===== src/rtl/dff_arb_pkg.sv =====
// Shared types, defaults and the round-robin pick function for the dff share arbiter.
package dff_arb_pkg;

  typedef enum logic [1:0] {
    IDLE = 2'd0,
    LOAD = 2'd1,
    ACK  = 2'd2
  } arb_state_t;

  localparam int unsigned DFF_ARB_N     = 4;
  localparam int unsigned DFF_ARB_W     = 8;
  localparam int unsigned DFF_ARB_NMAX  = 16;
  localparam int unsigned DFF_ARB_IDMAX = 4;

  // First set bit of req scanning ptr, ptr+1, ... modulo n; 0 when req is empty.
  function automatic logic [DFF_ARB_IDMAX-1:0] rr_pick(
    input logic [DFF_ARB_NMAX-1:0]  req,
    input logic [DFF_ARB_IDMAX-1:0] ptr,
    input int unsigned              n
  );
    logic [DFF_ARB_IDMAX-1:0] win;
    logic                     found;
    int unsigned              idx;
    win   = '0;
    found = 1'b0;
    idx   = 0;
    if (n != 0) begin
      for (int unsigned k = 0; k < DFF_ARB_NMAX; k++) begin
        idx = (32'(ptr) + k) % n;
        if ((k < n) && !found && req[idx[DFF_ARB_IDMAX-1:0]]) begin
          win   = idx[DFF_ARB_IDMAX-1:0];
          found = 1'b1;
        end
      end
    end
    return win;
  endfunction

endpackage


===== src/rtl/dff_rr_pick.sv =====
// Combinational round-robin priority encoder: req and rr_ptr in, winner index and any-request out.
module dff_rr_pick
  import dff_arb_pkg::*;
#(
  parameter int unsigned N   = DFF_ARB_N,
  parameter int unsigned IDW = (N > 1) ? $clog2(N) : 1
) (
  input  logic [N-1:0]   req,
  input  logic [IDW-1:0] rr_ptr,
  output logic [IDW-1:0] winner,
  output logic           any
);

  logic [DFF_ARB_NMAX-1:0]  req_ext;
  logic [DFF_ARB_IDMAX-1:0] ptr_ext;
  logic [DFF_ARB_IDMAX-1:0] pick;

  always_comb begin
    req_ext          = '0;
    req_ext[N-1:0]   = req;
    ptr_ext          = '0;
    ptr_ext[IDW-1:0] = rr_ptr;
    pick             = rr_pick(req_ext, ptr_ext, N);
    winner           = IDW'(pick);
    any              = |req;
  end

endmodule


===== src/rtl/dff_share_arbiter.sv =====
// Round-robin arbiter sharing one W-bit register among N requesters (IDLE -> LOAD -> ACK).
// Optional DFF_ARB_LOCK_EN adds a lock input that chains ACK back into LOAD for the same owner.
module dff_share_arbiter
  import dff_arb_pkg::*;
#(
  parameter int unsigned N   = DFF_ARB_N,
  parameter int unsigned W   = DFF_ARB_W,
  parameter int unsigned IDW = (N > 1) ? $clog2(N) : 1
) (
  input  logic           clk,
  input  logic           rst,
  input  logic [N-1:0]   req,
  input  logic [N*W-1:0] wdata,
`ifdef DFF_ARB_LOCK_EN
  input  logic [N-1:0]   lock,
`endif
  output logic [N-1:0]   gnt,
  output logic [N-1:0]   ack,
  output logic [W-1:0]   q,
  output logic           q_valid,
  output logic [IDW-1:0] owner,
  output logic           busy
);

  arb_state_t     state;
  logic [IDW-1:0] rr_ptr;
  logic [IDW-1:0] pick_win;
  logic           pick_any;
  logic [IDW-1:0] next_ptr;
  logic [W-1:0]   load_data;
  logic [N-1:0]   owner_onehot;
  logic [N-1:0]   win_onehot;

  dff_rr_pick #(
    .N   (N),
    .IDW (IDW)
  ) u_pick (
    .req    (req),
    .rr_ptr (rr_ptr),
    .winner (pick_win),
    .any    (pick_any)
  );

  // Pointer moves to the slot after the owner, wrapping at N-1 (stays 0 for N=1).
  always_comb begin
    next_ptr     = (owner == IDW'(N - 1)) ? '0 : owner + IDW'(1);
    load_data    = wdata[32'(owner) * W +: W];
    owner_onehot = N'(1) << owner;
    win_onehot   = N'(1) << pick_win;
  end

  always_ff @(posedge clk) begin
    if (rst) begin
      state   <= IDLE;
      rr_ptr  <= '0;
      gnt     <= '0;
      ack     <= '0;
      q       <= '0;
      q_valid <= 1'b0;
      owner   <= '0;
      busy    <= 1'b0;
    end else begin
      ack <= '0;
      case (state)
        IDLE: begin
          if (pick_any) begin
            gnt   <= win_onehot;
            owner <= pick_win;
            busy  <= 1'b1;
            state <= LOAD;
          end
        end
        // Data is captured regardless of whether req[owner] is still high.
        LOAD: begin
          q       <= load_data;
          q_valid <= 1'b1;
          ack     <= owner_onehot;
          state   <= ACK;
        end
        ACK: begin
`ifdef DFF_ARB_LOCK_EN
          if (lock[owner] && req[owner]) begin
            state <= LOAD;
          end else
`endif
          begin
            rr_ptr <= next_ptr;
            gnt    <= '0;
            busy   <= 1'b0;
            state  <= IDLE;
          end
        end
        default: begin
          gnt   <= '0;
          busy  <= 1'b0;
          state <= IDLE;
        end
      endcase
    end
  end

endmodule

===== config.mk =====
export PLATFORM = sky130hd
export DESIGN_NAME = dff_share_arbiter
export DESIGN_NICKNAME = d
export VERILOG_FILES = /design/src/rtl/dff_arb_pkg.sv /design/src/rtl/dff_rr_pick.sv /design/src/rtl/dff_share_arbiter.sv
export SDC_FILE = /design/constraint.sdc
export NUM_CORES = 1
export LEC_CHECK = 0
export ABC_AREA = 0
export CAP_MARGIN = 20
export CORE_MARGIN = 3
export CORE_UTILIZATION = 35
export CTS_CLUSTER_DIAMETER = 30
export CTS_CLUSTER_SIZE = 20
export DETAILED_ROUTE_END_ITERATION = 8
export GPL_TIMING_DRIVEN = 0
export PLACE_DENSITY_LB_ADDON = 0.2
export SLEW_MARGIN = 20
export SYNTH_ARGS = -nofsm -noshare
export SYNTH_HDL_FRONTEND = slang
export SYNTH_HIERARCHICAL = 1
export SYNTH_SLANG_ARGS = --single-unit

===== constraint.sdc =====
create_clock -name clk -period 1.3 [get_ports clk]
set_input_delay 0.26 -clock clk [delete_from_list [all_inputs] [get_ports clk]]
set_output_delay 0.26 -clock clk [all_outputs]
set_load 0.05 [all_outputs]

# == Word-level counts from Yosys, hierarchy flattened ==
# Index checks and enable logic that the tools add are counted.
# totals
register_bits,24
inputBits,38
out_inout_bits,20
wordCells,57
# classes
addsub,4
magnitude_cmp,4
eq_ne,4
shift,3
mux,22
bitwise_logic,1
reduce_logical,11
# ops
op,count
variable part select 32 x 6 -> 8 bit,1
less-than comparator 2 x 5 -> 1 bit (second input constant),4
2-to-1 mux 2 bit,6
binary-select mux 1 bit (select 2 bit),4
2-to-1 mux 1 bit,8
case mux 4 bit (2 select lines),1
<< shifter 1 x 2 -> 4 bit (first input constant),2
adder 2 x 1 -> 2 bit (second input constant),2
adder 2 bit (second input constant),2
== test 2 bit (second input constant),2
2-to-1 mux 4 bit,1
case mux 2 bit (2 select lines),1
AND reduction 2 bit,2
OR reduction 4 bit,1
logical AND 1 bit,3
zero test 1 bit,3
== test 2 x 1 -> 1 bit (second input constant),1
zero test 2 bit,1
inequality test 2 bit (second input constant),1
case mux 1 bit (2 select lines),1
OR reduction 2 bit,1
NOT 1 bit,1

# == Longest topological paths before layout ==
# Gate-level depths: netlist of run 1.
# logic_depth
word_depth,15
depth_mapped,5
mapped_depth_nobuf,5

# == Modules after synthesis ==
# Netlist of run 1, hierarchy kept.
# modules_own_cells
module,n_inst,cells_per_inst,area_per_inst_um2
dff_share_arbiter,1,96,1036.0
dff_rr_pick,1,15,77.6

# == Worst setup path before layout of run 1 ==
# OpenSTA, ideal clock, no wires.
# synth_path
path_kind,reg-to-reg
startpoint,register owner[0]
endpoint,register q[0]
setup_time_ns,0.128
t_arrival_ns,1.583
t_required_ns,1.172
setup_slack_ns,-0.411
path_stages_with_launch,5
n_path_buf,1
path_cell_list,dfxtp_1 buf_6 mux4_2 mux2i_1 nor2_1
# synth_between
elab_chain_len,1
# synth_lines
item,line,rtl
from (decl),dff_share_arbiter.sv:21,"output logic [IDW-1:0] owner,"
from (signal assigned),dff_share_arbiter.sv:68,owner <= pick_win;
variable part select 32 x 6 -> 8 bit,dff_share_arbiter.sv:47,load_data = wdata[32'(owner) * W +: W];
to (signal assigned),dff_share_arbiter.sv:75,q <= load_data;
to (decl),dff_share_arbiter.sv:19,"output logic [W-1:0] q,"
# Every way passes these cells.
# A chain may end at the register's enable or synchronous reset.

# == Worst setup path after layout of run 1 ==
# layout_path
startpoint,register owner[0]
endpoint,register q[1]
# The elaborated chain is that of the path after synthesis.

==> summary.txt, run 1 <==
Run status
  – Run status: complete, but fails checks
  – Failing checks: negative setup slack

Drt
  – Highest metal used: met4
  – Vias per inst: 4.73
  – Drt drc: 0
  – Pre-antenna DRT Iters: 4
  – Routed WL per cell: 13.5 um
  – Routed wl met3: 166 um
  – DRT iter0 DRCs: 22
  – DR vias: 1032
  – WL met2: 1.48 mm
  – Met1 WL: 1.29 mm
  – Final antenna-violating net count: 0
  – Total Wirelength: between 2 and 3 mm

CTS
  – Clk buf depth: 2
  – CTS H-tree depth: 1
  – CTS Sinks: 24
  – CTS tree: yes
  – Clock latency on the worst-skew pair: between 0.3 and 0.4 ns
  – Clock slew at reported path FFs: roughly 0.14 ns
  – CTS root buffer: clkbuf_4
  – CTS Buf Count: 3

Logic synthesis
  – Netlist Area Pre-Place: approximately 1100 sq um
  – Average cell area after synthesis: 10.0 sq um
  – Share of the synthesized area in the top cell type: 43.1%
  – Yosys top cell by area: dfxtp_1
  – Post-synthesis sequential area ratio: 43.1%
  – Top cells by area, synth: dfxtp_1 43%, mux4_2 12%, mux2i_1 8.1%, nor2_1 5.7%, a21oi_1 5.4%
  – Syn Inst Count: 111
  – Yosys cell types: 25
  – FF+latch count, synth: 24
  – Mapped Nets: 150
  – YS warnings: 6

Floorplanning
  – Initial Util: 38.4%
  – Die Span X: about 62 um
  – Row count: 19
  – Height of the chip: 62.4 um
  – Die area: 3890 sq um
  – Floorplan core area: 2900 sq um
  – I/O pins: 58

Hold path
  – Hold crit path type: reg -> reg
  – Hold Crit Depth: 2

Worst setup path
  – CP startpoint: owner[0]
  – Reg2reg end: q[1]
  – CP endpoint kind: flip-flop
  – Reg2reg path depth: 4
  – Critical Path End: q[1]
  – Reg-to-reg startpoint: owner[0]
  – WS Path Type: reg -> reg
  – Max Fanout on Critical Path: 8
  – Flop2flop setup slack: -0.03 ns
  – Crit path launch type: flip-flop
  – Crit path arrival time: 1.54 ns
  – Data required time of the worst path: 1.51 ns

Cells and area
  – Core Util, Final: 62.4%
  – Ant diodes: 0
  – Final net count: 216
  – Fillers: 264
  – Final instance area: 1810 sq um
  – Area grow syn2layout: 62.6%
  – Share of cells above drive strength 1: 31.8%

Placed design
  – Pre-CTS WS: -0.532 ns
  – Dpl hpwl: 2.30 mm
  – RD Place Congestion: roughly 0.72
  – Placed cell area: 1750 sq um
  – PortBufs: 57

STA
  – Max-slew headroom: a little under three quarters
  – Final setup fails: 6
  – Post-route clock period utilization: 102%
  – Worst-Margin Slew: between 0.4 and 0.5 ns
  – Max-slew violations: 0
  – Fin Clk Skew: 0.0120 ns
  – RSZ-0062 raised after global routing: yes
  – Final Hold Viols: 0
  – Fmax achieved: 751 MHz
  – Post-route minimum period: 1.33 ns
  – Fin worst setup slack: -0.0314 ns

Global route
  – Global-route wire length before repair: 4.96 mm
  – Antenna violations before repair: 0
  – Congestion Overflow GR: 0
  – Largest net degree at the start of global routing: 15
  – Number of global-route vias before repair: 1011
  – Tot GR Track Use: approximately 16%

Pwr
  – Overall Power: 1870 uW
  – Leakage: 0.000784 uW
  – Max rail drop VDD: 0.737 mV
  – Power Dens Cells: just over 1000 nW/um^2

Job
  – MaxCap Viol Count: 0
## final cells by class
type	count	area (sq um)	share of cell area [%]
multi-input cells	75	656	36.2
repair buffers	61	495	27.4
flip-flops and latches	24	493	27.2
well taps	42	52.6	2.90
clock buffers	4	47.5	2.63
plain buffers	5	40.0	2.21
inverters	7	26.3	1.45
## layer usage
layer | global-route usage, % | vias to the layer above
met5 | 0 | -
met2 | 26.4 | 28
met1 | 19.3 | 481
met4 | 4.13 | 0
met3 | 5.40 | 2
li1 | - | 521
## sequential cells by signal, summed over array words and instances (netlist names)
name and cells:
ack 4, q_valid 1, state 2, gnt 4, owner 2, rr_ptr 2
busy 1, q 8
## worst min-delay path by stage
stage          startpoint        to  slack, ns
3_3_place_gp      q_valid   q_valid       0.44
2_1_floorplan         rst  owner[0]       0.32
4_1_cts           q_valid   q_valid       0.46
5_1_grt           q_valid   q_valid       0.48
6_report          q_valid   q_valid       0.45
3_5_place_dp      q_valid   q_valid       0.44
## critical path, stage by stage, from the launching register on
cell and delay, ns:
dfxtp_4 0.41, buf_12 0.14, mux4_2 0.48, mux2i_1 0.15, nor2_1 0.06
## kinds of logic after synthesis
family / count (synthesis) / share of synthesized area, %
AND/OR/NAND/NOR: 40 / 17.2
adder cells (fa/ha/maj): 1 / 1.12
flip-flops: 24 / 43.1
multiplexers: 17 / 24.9
buffers and inverters: 12 / 5.17
AO/OA/AOI/OAI: 17 / 8.43
## through the flow
step                      cells  TNS [ns]  hold WS [ns]
after floorplan             111    -0.569         0.319
after global placement      210     -6.60         0.436
after detailed placement    210     -7.01         0.438
after CTS                   215    -0.315         0.455
after global routing        218    -0.835         0.482
final                       218    -0.134         0.454
## timing repair
action | 4_1_cts | 5_1_grt
resized for setup | 99 | 26
gates cloned | 0 | 0
endpoints found under the setup margin | 33 | 24
pin swaps | 3 | 9
hold buffers | 0 | 0
endpoints found under the hold margin | 0 | 0
setup buffers | 1 | 3
## cells in the mapped netlist, drive strengths merged
cell type / number
dfxtp: 24
nand2b: 5
mux4: 8
ha: 1
nand2: 8
nor3b: 2
nor2: 17
or2: 1
mux2i: 9
a221o: 1
buf: 3
clkbuf: 2
o21ai: 3
o221ai: 1
nand3b: 2
a21oi: 12
or3: 2
inv: 7
nand3: 2
nor2b: 1
## cells in the final DEF, fill, tap and decap left out, drive strengths merged
cell type | Yosys | final
buf | 3 | 27
dlygate4sd2 | 0 | 4
ha | 1 | 1
clkbuf | 2 | 6
dfxtp | 24 | 24
mux4 | 8 | 8
nor2 | 17 | 17
nand2b | 5 | 5
inv | 7 | 7
clkdlybuf4s50 | 0 | 33
mux2i | 9 | 9
nand3b | 2 | 2
nor2b | 1 | 1
o221ai | 1 | 1
or3 | 2 | 2
nand2 | 8 | 8
nor3b | 2 | 2
o21ai | 3 | 3
a21oi | 12 | 12
or2 | 1 | 1
a221o | 1 | 1
nand3 | 2 | 2
## power by group
group | total (uW) | switching (uW) | internal (uW) | leakage [uW]
sequential | 820 | 34.9 | 785 | 0.000199
combinational | 587 | 318 | 269 | 0.000559
clock | 458 | 223 | 235 | 0.0000261
(Power assumes the default switching activity.)
==> run 2: changes to the inputs <==
--- a/config.mk
+++ b/config.mk
@@ -7,6 +7,7 @@
 export LEC_CHECK = 0
 export ABC_AREA = 0
 export CAP_MARGIN = 20
+export CORE_ASPECT_RATIO = 0.6
 export CORE_MARGIN = 3
 export CORE_UTILIZATION = 35
 export CTS_CLUSTER_DIAMETER = 30
==> run 2 against run 1 <==
Effect of this change:
- the flow still finishes with violations (negative setup slack)
- sequential share of layout area is 1.9 points lower
- critical path depth stayed put
- worst hold slack hardly changed
- sequential cell count stayed put
- routed wire length is 13% higher
- maximum frequency is 2.3% lower
- register-to-register slack worse by 0.03 ns
- clock skew is 0.0085 ns lower
- sequential power is 0.5% higher
- setup slack worse by 0.032 ns
- global-route usage is 1.6 points higher
- largest power group unchanged
- non-clock buffer count is 1 higher
==> summary.txt, run 2 (synthesized netlist as in run 1, its figures left out) <==
Drt
  – Vias per inst: 5.01 (was 4.73)
  – Pre-antenna DRT Iters: 4 (unchanged)
  – Total Wirelength: 3.35 mm (was 2.95 mm)
  – DRT iter0 DRCs: 28 (was 22)
  – Drt drc: 0 (unchanged)
  – Routed WL per cell: 15.3 um (was 13.5 um)
  – DR vias: 1098 (was 1032)
  – Final antenna-violating net count: 0 (unchanged)

Floorplanning
  – Die area: 3920 sq um (was 3890 sq um)
  – Floorplan core area: 2950 sq um (was 2900 sq um)
  – Height of the chip: 49.7 um (was 62.4 um)
  – Row count: 15 (was 19)
  – Die Span X: 78.8 um (was 62.4 um)
  – I/O pins: 58 (unchanged)
  – Initial Util: 37.8% (was 38.4%)

STA
  – Fin Clk Skew: 0.00343 ns (was 0.0120 ns)
  – Max-slew violations: 0 (unchanged)
  – Fin worst setup slack: -0.0634 ns (was -0.0314 ns)
  – Post-route minimum period: 1.36 ns (was 1.33 ns)
  – Worst-Margin Slew: 0.355 ns (was 0.437 ns)
  – Max-slew headroom: 76.3% (was 70.9%)
  – Setup TNS: -0.281 ns (was -0.134 ns)
  – Fmax achieved: 733 MHz (was 751 MHz)
  – Post-route clock period utilization: 105% (was 102%)
  – RSZ-0062 raised after global routing: yes (unchanged)
  – Final Hold Viols: 0 (unchanged)
  – Final setup fails: 11 (was 6)

CTS
  – CTS hold repair buffers: 0 (unchanged)
  – CTS tree: yes (unchanged)
  – Clk buf depth: 2 (unchanged)
  – CTS H-tree depth: 1 (unchanged)
  – CTS root buffer: clkbuf_8 (was clkbuf_4)
  – CTS Sinks: 24 (unchanged)
  – CTS Buf Count: 3 (unchanged)
  – Clock slew at reported path FFs: 0.09 ns (was 0.14 ns)
  – Clock latency on the worst-skew pair: 0.27 ns (was 0.31 ns)

Cells and area
  – Final net count: 217 (was 216)
  – Core Util, Final: 65.6% (was 62.4%)
  – Commonest non-fill, non-tap cell in the layout: clkdlybuf4s50_1 (unchanged)
  – Area grow syn2layout: 73.6% (was 62.6%)
  – Largest register by flop count: q (unchanged)
  – Register area: 490 sq um (was 493 sq um)
  – Ant diodes: 0 (unchanged)
  – Multi-input logic area: 639 sq um (was 656 sq um)
  – Commonest non-fill, non-tap cells in the layout: 33 x clkdlybuf4s50_1, 20 x dfxtp_1, 18 x clkdlybuf4s15_2 (was 33 x clkdlybuf4s50_1, 21 x buf_2, 20 x dfxtp_1)
  – Max reg flops: 8 (unchanged)
  – Share of cells above drive strength 1: 34.5% (was 31.8%)
  – Fillers: 238 (was 264)
  – Largest registers: q: 8 flops, ack: 4 flops, gnt: 4 flops (unchanged)
  – Final instance area: 1930 sq um (was 1810 sq um)

Placed design
  – RD Place Congestion: 0.796 (was 0.719)
  – Dpl hpwl: 2.44 mm (was 2.30 mm)
  – Pre-CTS WS: -0.574 ns (was -0.532 ns)
  – PortBufs: 57 (unchanged)
  – Placed cell area: 1750 sq um (unchanged)

Run status
  – Failing checks: negative setup slack (unchanged)
  – Run status: complete, but fails checks (unchanged)

Pwr
  – Overall Power: 2110 uW (was 1870 uW)
  – Leakage: 0.000773 uW (was 0.000784 uW)
  – Power Dens Cells: 1090 nW/um^2 (was 1030 nW/um^2)
  – Max rail drop VDD: 0.556 mV (was 0.737 mV)

Worst setup path
  – CP endpoint kind: flip-flop (unchanged)
  – Max Fanout on Critical Path: 7 (was 8)
  – Crit path arrival time: 1.52 ns (was 1.54 ns)
  – Crit path launch type: flip-flop (unchanged)
  – Data required time of the worst path: 1.46 ns (was 1.51 ns)
  – WS Path Type: reg -> reg (unchanged)

Global route
  – Tot GR Track Use: 17.4% (was 15.8%)
  – Congestion Overflow GR: 0 (unchanged)
  – Antenna violations before repair: 0 (unchanged)
  – Global-route wire length before repair: 5.29 mm (was 4.96 mm)
  – Largest net degree at the start of global routing: 15 (unchanged)
  – Number of global-route vias before repair: 1099 (was 1011)

Hold path
  – Hold crit path type: reg -> reg (unchanged)

Job
  – MaxCap Viol Count: 0 (unchanged)
run 2: stage by stage:
step	hold slack [ns]	instances
global placement	0.440	210
detailed placement	0.437	210
finish	0.454	219
global route	0.464	219
CTS	0.460	218
floorplan	0.319	111
run 2: report_power, final:
part	total (uW)	switching (uW)	internal [uW]	leakage (uW)
Combinational	623	325	298	0.000538
Sequential	824	38.7	785	0.000199
Clock	658	247	411	0.0000357
Total	2110	611	1490	0.000773
run 2: critical path, stage by stage, from the launching register on:
cell	delay [ns]
dfxtp_4	0.40
buf_12	0.13
mux4_2	0.49
mux2i_1	0.15
nor2_1	0.08
run 2: layout make-up:
cell class                      instances  area share [%]
Tap cell                               42            2.72
Clock inverter                          1            1.55
Inverter                                7            1.36
Clock buffer                            3            2.14
Buffer                                  5            2.14
Multi-Input combinational cell         75            33.1
Sequential cell                        24            25.4
Timing Repair Buffer                   62            31.7
run 2: per-layer routing:
metal	track usage (%)	vias to the layer above	part of all wire, %	wire length (um)
met1	22.3	547	44	1470
met2	29.9	28	50	1690
met3	5.47	2	5.2	175
met5	0	-	0	0
li1	-	521	-	-
met4	1.71	0	0.45	15
run 2: repair_timing:
item / in CTS / in global routing
cloned: 0 / 0
setup buffers: 4 / 1
endpoints found under the setup margin: 33 / 16
gates resized for setup: 81 / 12
pin swaps: 8 / 6
run 2: worst paths after layout:
kind | startpoint | endpoint | slack (ns) | cells past startpoint
worst min-delay path | q_valid | q_valid | 0.45 | 2
worst min register to register | q_valid | q_valid | 0.45 | 2
worst max register to register | owner[0] | q[7] | -0.06 | 4
worst max-delay path | owner[0] | q[7] | -0.06 | 4
